### src/rtl/fetch_ctrl.sv
// Instruction fetch controller: PC register, IF/ID pipeline latch, stall buffer and halt tracking.
// Optional macro FETCH_PERF_EN adds saturating stall/flush cycle counters.
module fetch_ctrl #(
  parameter logic [31:0] PC_INIT = 32'h0000_0000
) (
  input  logic        CLK,
  input  logic        nRST,
  input  logic        stall,
  input  logic        flush_if,
  input  logic        branchSel,
  input  logic [1:0]  jump,
  input  logic [31:0] branch_tgt,
  input  logic [31:0] jump_tgt,
  input  logic        ihit,
  input  logic [31:0] iload,
  output logic        imemREN,
  output logic [31:0] imemaddr,
  output logic [31:0] imemload_id,
  output logic [31:0] pc_id,
  output logic [31:0] npc_id,
  output logic        valid_id
`ifdef FETCH_PERF_EN
  ,
  output logic [15:0] perf_stall_cnt,
  output logic [15:0] perf_flush_cnt
`endif
);

  localparam logic [31:0] HALT_INSTR = 32'hFFFF_FFFF;
  localparam logic [31:0] PC_RESET   = {PC_INIT[31:2], 2'b00};

  typedef enum logic [1:0] {
    FETCH  = 2'd0,
    HOLD   = 2'd1,
    HALTED = 2'd2
  } state_t;

  state_t      state_q, state_d;
  logic [31:0] pc_q, pc_d;
  logic [31:0] instr_id_q, instr_id_d;
  logic [31:0] pc_id_q, pc_id_d;
  logic [31:0] npc_id_q, npc_id_d;
  logic        valid_id_q, valid_id_d;
  logic [31:0] buf_q, buf_d;

  logic [31:0] pc_plus4;
  logic [31:0] redirect_raw;
  logic [31:0] redirect_tgt;

  assign pc_plus4 = pc_q + 32'd4;

  always_comb begin
    redirect_raw = pc_plus4;
    if (branchSel) begin
      redirect_raw = branch_tgt;
    end else if (jump != 2'b00) begin
      redirect_raw = jump_tgt;
    end
    redirect_tgt = {redirect_raw[31:2], 2'b00};
  end

  always_ff @(posedge CLK or negedge nRST) begin
    if (!nRST) begin
      state_q    <= FETCH;
      pc_q       <= PC_RESET;
      instr_id_q <= 32'h0;
      pc_id_q    <= 32'h0;
      npc_id_q   <= 32'h0;
      valid_id_q <= 1'b0;
      buf_q      <= 32'h0;
    end else begin
      state_q    <= state_d;
      pc_q       <= pc_d;
      instr_id_q <= instr_id_d;
      pc_id_q    <= pc_id_d;
      npc_id_q   <= npc_id_d;
      valid_id_q <= valid_id_d;
      buf_q      <= buf_d;
    end
  end

  // Flush dominates everything; otherwise stall freezes IF/ID and PC, and a
  // stalled hit parks its word in the buffer until the stall drops.
  always_comb begin
    state_d    = state_q;
    pc_d       = pc_q;
    instr_id_d = instr_id_q;
    pc_id_d    = pc_id_q;
    npc_id_d   = npc_id_q;
    valid_id_d = valid_id_q;
    buf_d      = buf_q;

    if (flush_if) begin
      state_d    = FETCH;
      pc_d       = redirect_tgt;
      instr_id_d = 32'h0;
      pc_id_d    = 32'h0;
      npc_id_d   = 32'h0;
      valid_id_d = 1'b0;
      buf_d      = 32'h0;
    end else begin
      unique case (state_q)
        FETCH: begin
          if (stall) begin
            if (ihit) begin
              buf_d   = iload;
              state_d = HOLD;
            end
          end else if (ihit) begin
            instr_id_d = iload;
            pc_id_d    = pc_q;
            npc_id_d   = pc_plus4;
            valid_id_d = 1'b1;
            pc_d       = pc_plus4;
            if (iload == HALT_INSTR) begin
              state_d = HALTED;
            end
          end else begin
            instr_id_d = 32'h0;
            pc_id_d    = 32'h0;
            npc_id_d   = 32'h0;
            valid_id_d = 1'b0;
          end
        end
        HOLD: begin
          if (!stall) begin
            instr_id_d = buf_q;
            pc_id_d    = pc_q;
            npc_id_d   = pc_plus4;
            valid_id_d = 1'b1;
            pc_d       = pc_plus4;
            buf_d      = 32'h0;
            state_d    = (buf_q == HALT_INSTR) ? HALTED : FETCH;
          end
        end
        HALTED: begin
          state_d = HALTED;
        end
        default: begin
          state_d = FETCH;
        end
      endcase
    end
  end

  assign imemREN     = (state_q == FETCH);
  assign imemaddr    = pc_q;
  assign imemload_id = instr_id_q;
  assign pc_id       = pc_id_q;
  assign npc_id      = npc_id_q;
  assign valid_id    = valid_id_q;

`ifdef FETCH_PERF_EN
  logic [15:0] stall_cnt_q, stall_cnt_d;
  logic [15:0] flush_cnt_q, flush_cnt_d;

  // Both counters stick at all-ones rather than wrapping.
  always_comb begin
    stall_cnt_d = stall_cnt_q;
    flush_cnt_d = flush_cnt_q;
    if (stall && (stall_cnt_q != 16'hFFFF)) begin
      stall_cnt_d = stall_cnt_q + 16'd1;
    end
    if (flush_if && (flush_cnt_q != 16'hFFFF)) begin
      flush_cnt_d = flush_cnt_q + 16'd1;
    end
  end

  always_ff @(posedge CLK or negedge nRST) begin
    if (!nRST) begin
      stall_cnt_q <= 16'h0;
      flush_cnt_q <= 16'h0;
    end else begin
      stall_cnt_q <= stall_cnt_d;
      flush_cnt_q <= flush_cnt_d;
    end
  end

  assign perf_stall_cnt = stall_cnt_q;
  assign perf_flush_cnt = flush_cnt_q;
`endif

endmodule
### config.mk
export PLATFORM = sky130hd
export DESIGN_NAME = fetch_ctrl
export DESIGN_NICKNAME = d
export VERILOG_FILES = /design/src/rtl/fetch_ctrl.sv
export SDC_FILE = /design/constraint.sdc
export NUM_CORES = 1
export LEC_CHECK = 0
export ABC_AREA = 0
export BUFFER_PORTS_ARGS = -buffer_cell sky130_fd_sc_hd__buf_2
export CAP_MARGIN = 30
export CORE_UTILIZATION = 57
export CTS_BUF_LIST = sky130_fd_sc_hd__clkbuf_8
export CTS_CLUSTER_SIZE = 14
export DETAILED_ROUTE_END_ITERATION = 12
export PLACE_DENSITY = 0.88
export REMOVE_ABC_BUFFERS = 1
export SETUP_SLACK_MARGIN = 0.4
export SLEW_MARGIN = 30
export SYNTH_ARGS = -nofsm -noshare
export SYNTH_HDL_FRONTEND = slang
export SYNTH_SLANG_ARGS = --single-unit
### constraint.sdc
create_clock -name CLK -period 4.46 [get_ports CLK]
set_input_delay 0.446 -clock CLK [delete_from_list [all_inputs] [get_ports CLK]]
set_output_delay 0.446 -clock CLK [all_outputs]
set_load 0.05 [all_outputs]
# [Yosys cells after proc, flatten, opt, wreduce, memory -nomap -nowiden]
# Index checks and enable logic that the tools add are counted.
[word_totals] reg_bits=163 out_inout_bits=130 word_cells=63 input_bits=104
[op_classes] mux=39 n_eq_ne=9 reduce_logical=7 add_sub_neg=1
[ops] op="$mux 32" n=21
[ops] op="$pmux 32 s2" n=5
[ops] op="$eq 32x32->1 const B" n=2
[ops] op="$add 32x3->32 const B" n=1
[ops] op="$mux 2" n=7
[ops] op="$ne 3x3->1 const B" n=4
[ops] op="$reduce_and 4->1" n=2
[ops] op="$pmux 2 s3" n=1
[ops] op="$reduce_and 3->1" n=2
[ops] op="$mux 1" n=4
[ops] op="$ne 4x3->1 const B" n=1
[ops] op="$reduce_bool 3->1" n=1
[ops] op="$eq 2x1->1 const B" n=1
[ops] op="$eq 2x2->1 const B" n=1
[ops] op="$logic_not 2->1" n=1
[ops] op="$pmux 1 s2" n=1
[ops] op="$reduce_bool 2->1" n=1

# [Logic depth before layout (Yosys ltp)]
[logic_depth] depth_word=6 mapped_depth=8 ltp_nobuf=6

# [Worst setup path before layout]
# Ideal clock, no wire load.
[synth_path] path_kind="flip-flop to flip-flop" from="register pc_q[12], in the netlist imemaddr[12]" to="register pc_q[28], in the netlist imemaddr[28]" stages_incl_launch_ff=8 setup_ns=0.076 required_ns=4.384 t_arrival_ns=2.595 synth_period_minus_slack_ns=2.672 path_slack_ns=1.788 path_buffers=2 path_cell_list="dfrtp_1 buf_2 nand4_2 or4_4 buf_6 or4_4 o32a_1 o21ai_1"
[synth_between] elab_chain_cells=5 word_cells_on_any_way=8
[synth_rtl] item="start, declared" line_no="39" rtl="logic [31:0] pc_q, pc_d;"
[synth_rtl] item="start signal, assigned" line_no="73" rtl="pc_q <= pc_d;"
[synth_rtl] item="$add 32x3->32 *" line_no="50" rtl="assign pc_plus4 = pc_q + 32'd4;"
[synth_rtl] item="$mux 32" line_no="109" rtl="end else if (ihit) begin"
[synth_rtl] item="$mux 32" line_no="104" rtl="if (stall) begin"
[synth_rtl] item="$pmux 32 s2" line_no="102" rtl="unique case (state_q)"
[synth_rtl] item="$mux 32 *" line_no="93" rtl="if (flush_if) begin"
# Every way passes the cells marked *; elsewhere a longest branch is shown, timed or not. The select of a mux whose other input is x is not followed.
# A chain may end at the register's enable or synchronous reset.

# [Worst setup path after layout]
[layout_path] from="register pc_q[2], in the netlist imemaddr[2]" to="register pc_q[21], in the netlist imemaddr[21]"
# Same word-level chain as after synthesis.

==> reports/qor.csv <==
stage,metric,value,unit
sta,drv_slew,0,
logic_synthesis,combinational_family_with_the_most_area_after_synthesis,compound AO/OA/AOI/OAI gates,
critical_path,worst_path_largest_cell_delay,0.79,ns
finish,finalInstanceArea,9230,sq um
floorplanning,core-area,12800,sq um
logic_synthesis,synth_flop_cell,sky130_fd_sc_hd__dfrtp_1,
critical_path,timing.setup.critical_path_class,reg -> reg,
finish,final_layout_size_suffix_gt1_share,28.1,%
power,power.switching_fraction,36.6,%
finish,post_layout_nonfiller_instances,1180,
clock_tree,tritoncts,yes,
sta,timing.final.crit_share,63.8,%
power,power_frac_seq,45.6,%
logic_synthesis,postSynthAreaPerCell,9.41,sq um
sta,setup_total_neg_slack,0,ns
logic_synthesis,yosys.area_share.adder,0.165,%
placed_design,dpl.hpwl,14800,um
clock_tree,cts-root-buf,sky130_fd_sc_hd__clkbuf_8,
clock_tree,cts_made_buffers,17,
sta,finalCriticalPeriod,2.84,ns
logic_synthesis,postSynthRegisterBits,158,
power,static-leakage-power,4.40,nW
clock_tree,cts.path.max_buffers,2,
power,internal_power,2.41,mW
power,comb_power_share,25.8,%
drt,drt_iter0_drc,816,
clock_tree,clock_insertion_delay_worst_skew,0.46,ns
floorplanning,fp-row-count,41,
sta,max_freq,352,MHz
critical_path,worstPathRequired,4.81,ns
sta,finalHoldViolations,0,
critical_path,critical_path.endpoint_type,register,
logic_synthesis,async_sr_flop_fraction,100,%
critical_path,timing.critical_path.cells,nand3_1 > or4_1 > nor3_1 > o21ai_0 > a221o_1,
power,total_switching_power,1.39,mW
critical_path,cpMaxStageDelayCell,sky130_fd_sc_hd__or4_1,
sta,fin_skew,0.0105,ns
logic_synthesis,netlist-cell-type-count,52,
critical_path,timing.critical_path.max_delay_family,simple AND/OR/NAND/NOR gates,
critical_path,cp_data_arrival_time,3.19,ns
flow_run,max_cap_violations,0,
critical_path,critical_path.startpoint_type,register,
logic_synthesis,number_of_enable_flip_flop_cells_after_synthesis,0,
power,power_per_unit_of_standard_cell_area,411,nW/um^2
sta,final-setup-viol-count,0,
floorplanning,i_o_pin_count,234,
grt,maximum_number_of_pins_on_one_net_before_global_route_repair,102,
clock_tree,cts_sinks,158,
floorplanning,die_area,13800,sq um
logic_synthesis,synthesis.area,7610,sq um
drt,first_pass_iters,5,
grt,antenna_found_initial,1,
logic_synthesis,synth_mux_area_share,4.79,%
clock_tree,cts.clk_slew.worst_paths,0.08,ns
grt,aggregate_global_route_resource_usage,32.4,%
drt,drtAntennaViolNets,0,
finish,antennaDiodeCount,0,
logic_synthesis,synth-seq-area-share,52.0,%
logic_synthesis,yosys_warnings,0,
sta,timing.slew.headroom,38.9,%
floorplanning,die_width,118,um
placed_design,place_congestion,0.845,
clock_tree,post_cts.repair.setup_buffers,0,
drt,routed_via_density,6.01,
logic_synthesis,synth_xor_xnor_area_share,3.22,%
finish,finish.net_count,1101,
critical_path,cp_max_fo,8,
drt,postRouteWirelength,21400,um
floorplanning,initial_utilization,59.3,%
clock_tree,cts_max_level,4,
finish,flow.area_growth_from_synthesis,21.4,%
logic_synthesis,area_fraction_in_compound_gates_after_synthesis,19.8,%
sta,max_slew.worst_pin.slew,0.914,ns
logic_synthesis,yosys.area_share.simple,15.6,%
placed_design,placedCellCount,1149,
sta,rsz0062_at_grt,false,
grt,number_of_global_route_vias_before_repair,6895,
logic_synthesis,post_synth_inst_count,808,
drt,drc,0,
clock_tree,cts_resized,0,
drt,routed-via-count,7096,
min_path,hp-class,in -> async,
power,clkPwrFrac,28.6,%
outcome,outcome,finished clean,
grt,grt_first_pass_wirelength,35300,um
floorplanning,die_height,118,um
finish,post-route-util,72.0,%
placed_design,total_of_buffers_placed_on_input_and_output_ports,227,
critical_path,worstPathBufferInverterCount,0,
clock_tree,holdBufCountCts,0,
drt,wl_per_cell,18.1,um
placed_design,post_dp_cell_area,8820,sq um
power,power.ir.vdd_worst,259,uV
grt,grt.overflow.total,0,
metal layers:
layer	up-vias	GRT usage (%)	part of all wire (%)
met1	3429	41.6	41
met5	-	0	0.037
met3	53	6.49	7.4
met4	2	14.2	2.9
met2	358	53.6	49
li1	3254	-	-
worst reg2reg max path: cells and delay by family (launching register included):
family	cells	cell delay [ns]
compound gates	2	0.53
flops	1	0.59
simple gates	3	1.62
registers in the layout, indices dropped and copies added, names as in the netlist:
register / flops
buf_q: 32
imemaddr: 30
imemload_id: 32
npc_id: 30
pc_id: 31
state_q: 2
valid_id: 1
Yosys cell counts, drive strengths merged, types with 3 or more instances:
cell type  count  area (sq um)
and4           5          43.8
buf           16          92.6
a22oi         13          97.6
or4            5          45.0
xor2           7          61.3
inv           12          45.0
o22ai         14          87.6
nor2b          3          18.8
a22o          28           245
a211oi         3          22.5
a21oi         22           110
nor2          39           146
nor3          12          60.1
nor4           5          31.3
clkbuf        54           203
a221o          8          80.1
mux2           3          33.8
xnor2         21           184
a31oi          3          18.8
dfrtp        158          3950
o22a           7          61.3
o21ai        117           586
nand2        151           567
nand4         20           131
a32o           6          60.1
and3           4          25.0
mux2i         33           330
nand3         18          90.1
power groups by stage:
stage	Combinational (mW)	Sequential, mW	Clock (mW)
after floorplan	0.303	2.08	0
after global placement	0.958	1.75	0
after detailed placement	0.977	1.75	0
after CTS	0.981	1.73	1.10
after global routing	1.05	1.75	1.16
final	0.979	1.73	1.09
kinds of logic (layout without fill, tap and decap cells):
| kind of cell | after synthesis | after routing |
|---|---|---|
| flip-flops | 158 | 158 |
| multiplexers | 36 | 36 |
| other | 1 | 2 |
| buffers and inverters | 82 | 281 |
| AND/OR/NAND/NOR | 266 | 266 |
| XOR/XNOR | 28 | 28 |
| adder cells (fa/ha/maj) | 1 | 1 |
| AO/OA/AOI/OAI | 236 | 236 |
final timing paths:
| check | start | to | slack (ns) | depth (start not counted) |
|---|---|---|---|---|
| worst max-delay path | imemaddr[2] | imemaddr[21] | 1.62 | 5 |
| worst min-delay path | nRST | imemload_id[25] | 0.08 | 1 |
| worst max register to register | imemaddr[2] | imemaddr[21] | 1.62 | 5 |
| worst min register to register | npc_id[14] | npc_id[14] | 0.48 | 2 |
| max in group asynchronous | nRST | npc_id[24] | 3.45 | 2 |
| min in group CLK | iload[19] | buf_q[19] | 0.25 | 3 |
cell usage in the layout, fill, tap and decap left out, types with 3 or more instances in the layout:
master / instances
sky130_fd_sc_hd__mux2_2: 3
sky130_fd_sc_hd__buf_2: 226
sky130_fd_sc_hd__o22ai_1: 14
sky130_fd_sc_hd__nand2_1: 151
sky130_fd_sc_hd__nand3_1: 17
sky130_fd_sc_hd__o21ai_0: 116
sky130_fd_sc_hd__xnor2_1: 21
sky130_fd_sc_hd__dfrtp_1: 158
sky130_fd_sc_hd__o22a_1: 7
sky130_fd_sc_hd__a22oi_1: 13
sky130_fd_sc_hd__or4_1: 3
sky130_fd_sc_hd__a31oi_1: 3
sky130_fd_sc_hd__nor4_1: 4
sky130_fd_sc_hd__and4_1: 5
sky130_fd_sc_hd__nand4_1: 19
sky130_fd_sc_hd__and3_1: 3
sky130_fd_sc_hd__inv_1: 15
sky130_fd_sc_hd__mux2i_1: 33
sky130_fd_sc_hd__xor2_1: 7
sky130_fd_sc_hd__a221o_1: 8
sky130_fd_sc_hd__a32o_1: 6
sky130_fd_sc_hd__clkbuf_8: 24
sky130_fd_sc_hd__nor2_1: 37
sky130_fd_sc_hd__a22o_1: 28
sky130_fd_sc_hd__a21oi_1: 20
sky130_fd_sc_hd__buf_4: 10
sky130_fd_sc_hd__a211oi_1: 3
sky130_fd_sc_hd__nor3_1: 12
stage by stage:
stage	setup WS (ns)	hold slack, ns	total power [mW]
after global routing	1.51	0.136	3.96
after floorplan	0.392	0.150	2.39
final	1.62	0.0756	3.80
after detailed placement	1.63	0.465	2.73
after CTS	1.71	0.130	3.80
after global placement	1.65	0.456	2.70
layout make-up:
| type | count | area (sq um) |
|---|---|---|
| tap | 172 | 215 |
| clock buffer | 23 | 317 |
| timing repair buffer | 238 | 1240 |
| fill | 1005 | 3590 |
| multi-input combinational | 569 | 3370 |
| inverter | 12 | 45.0 |
| sequential | 158 | 3950 |
| clock inverter | 8 | 88.8 |
No activity file was read; power rests on OpenSTA's default activity.
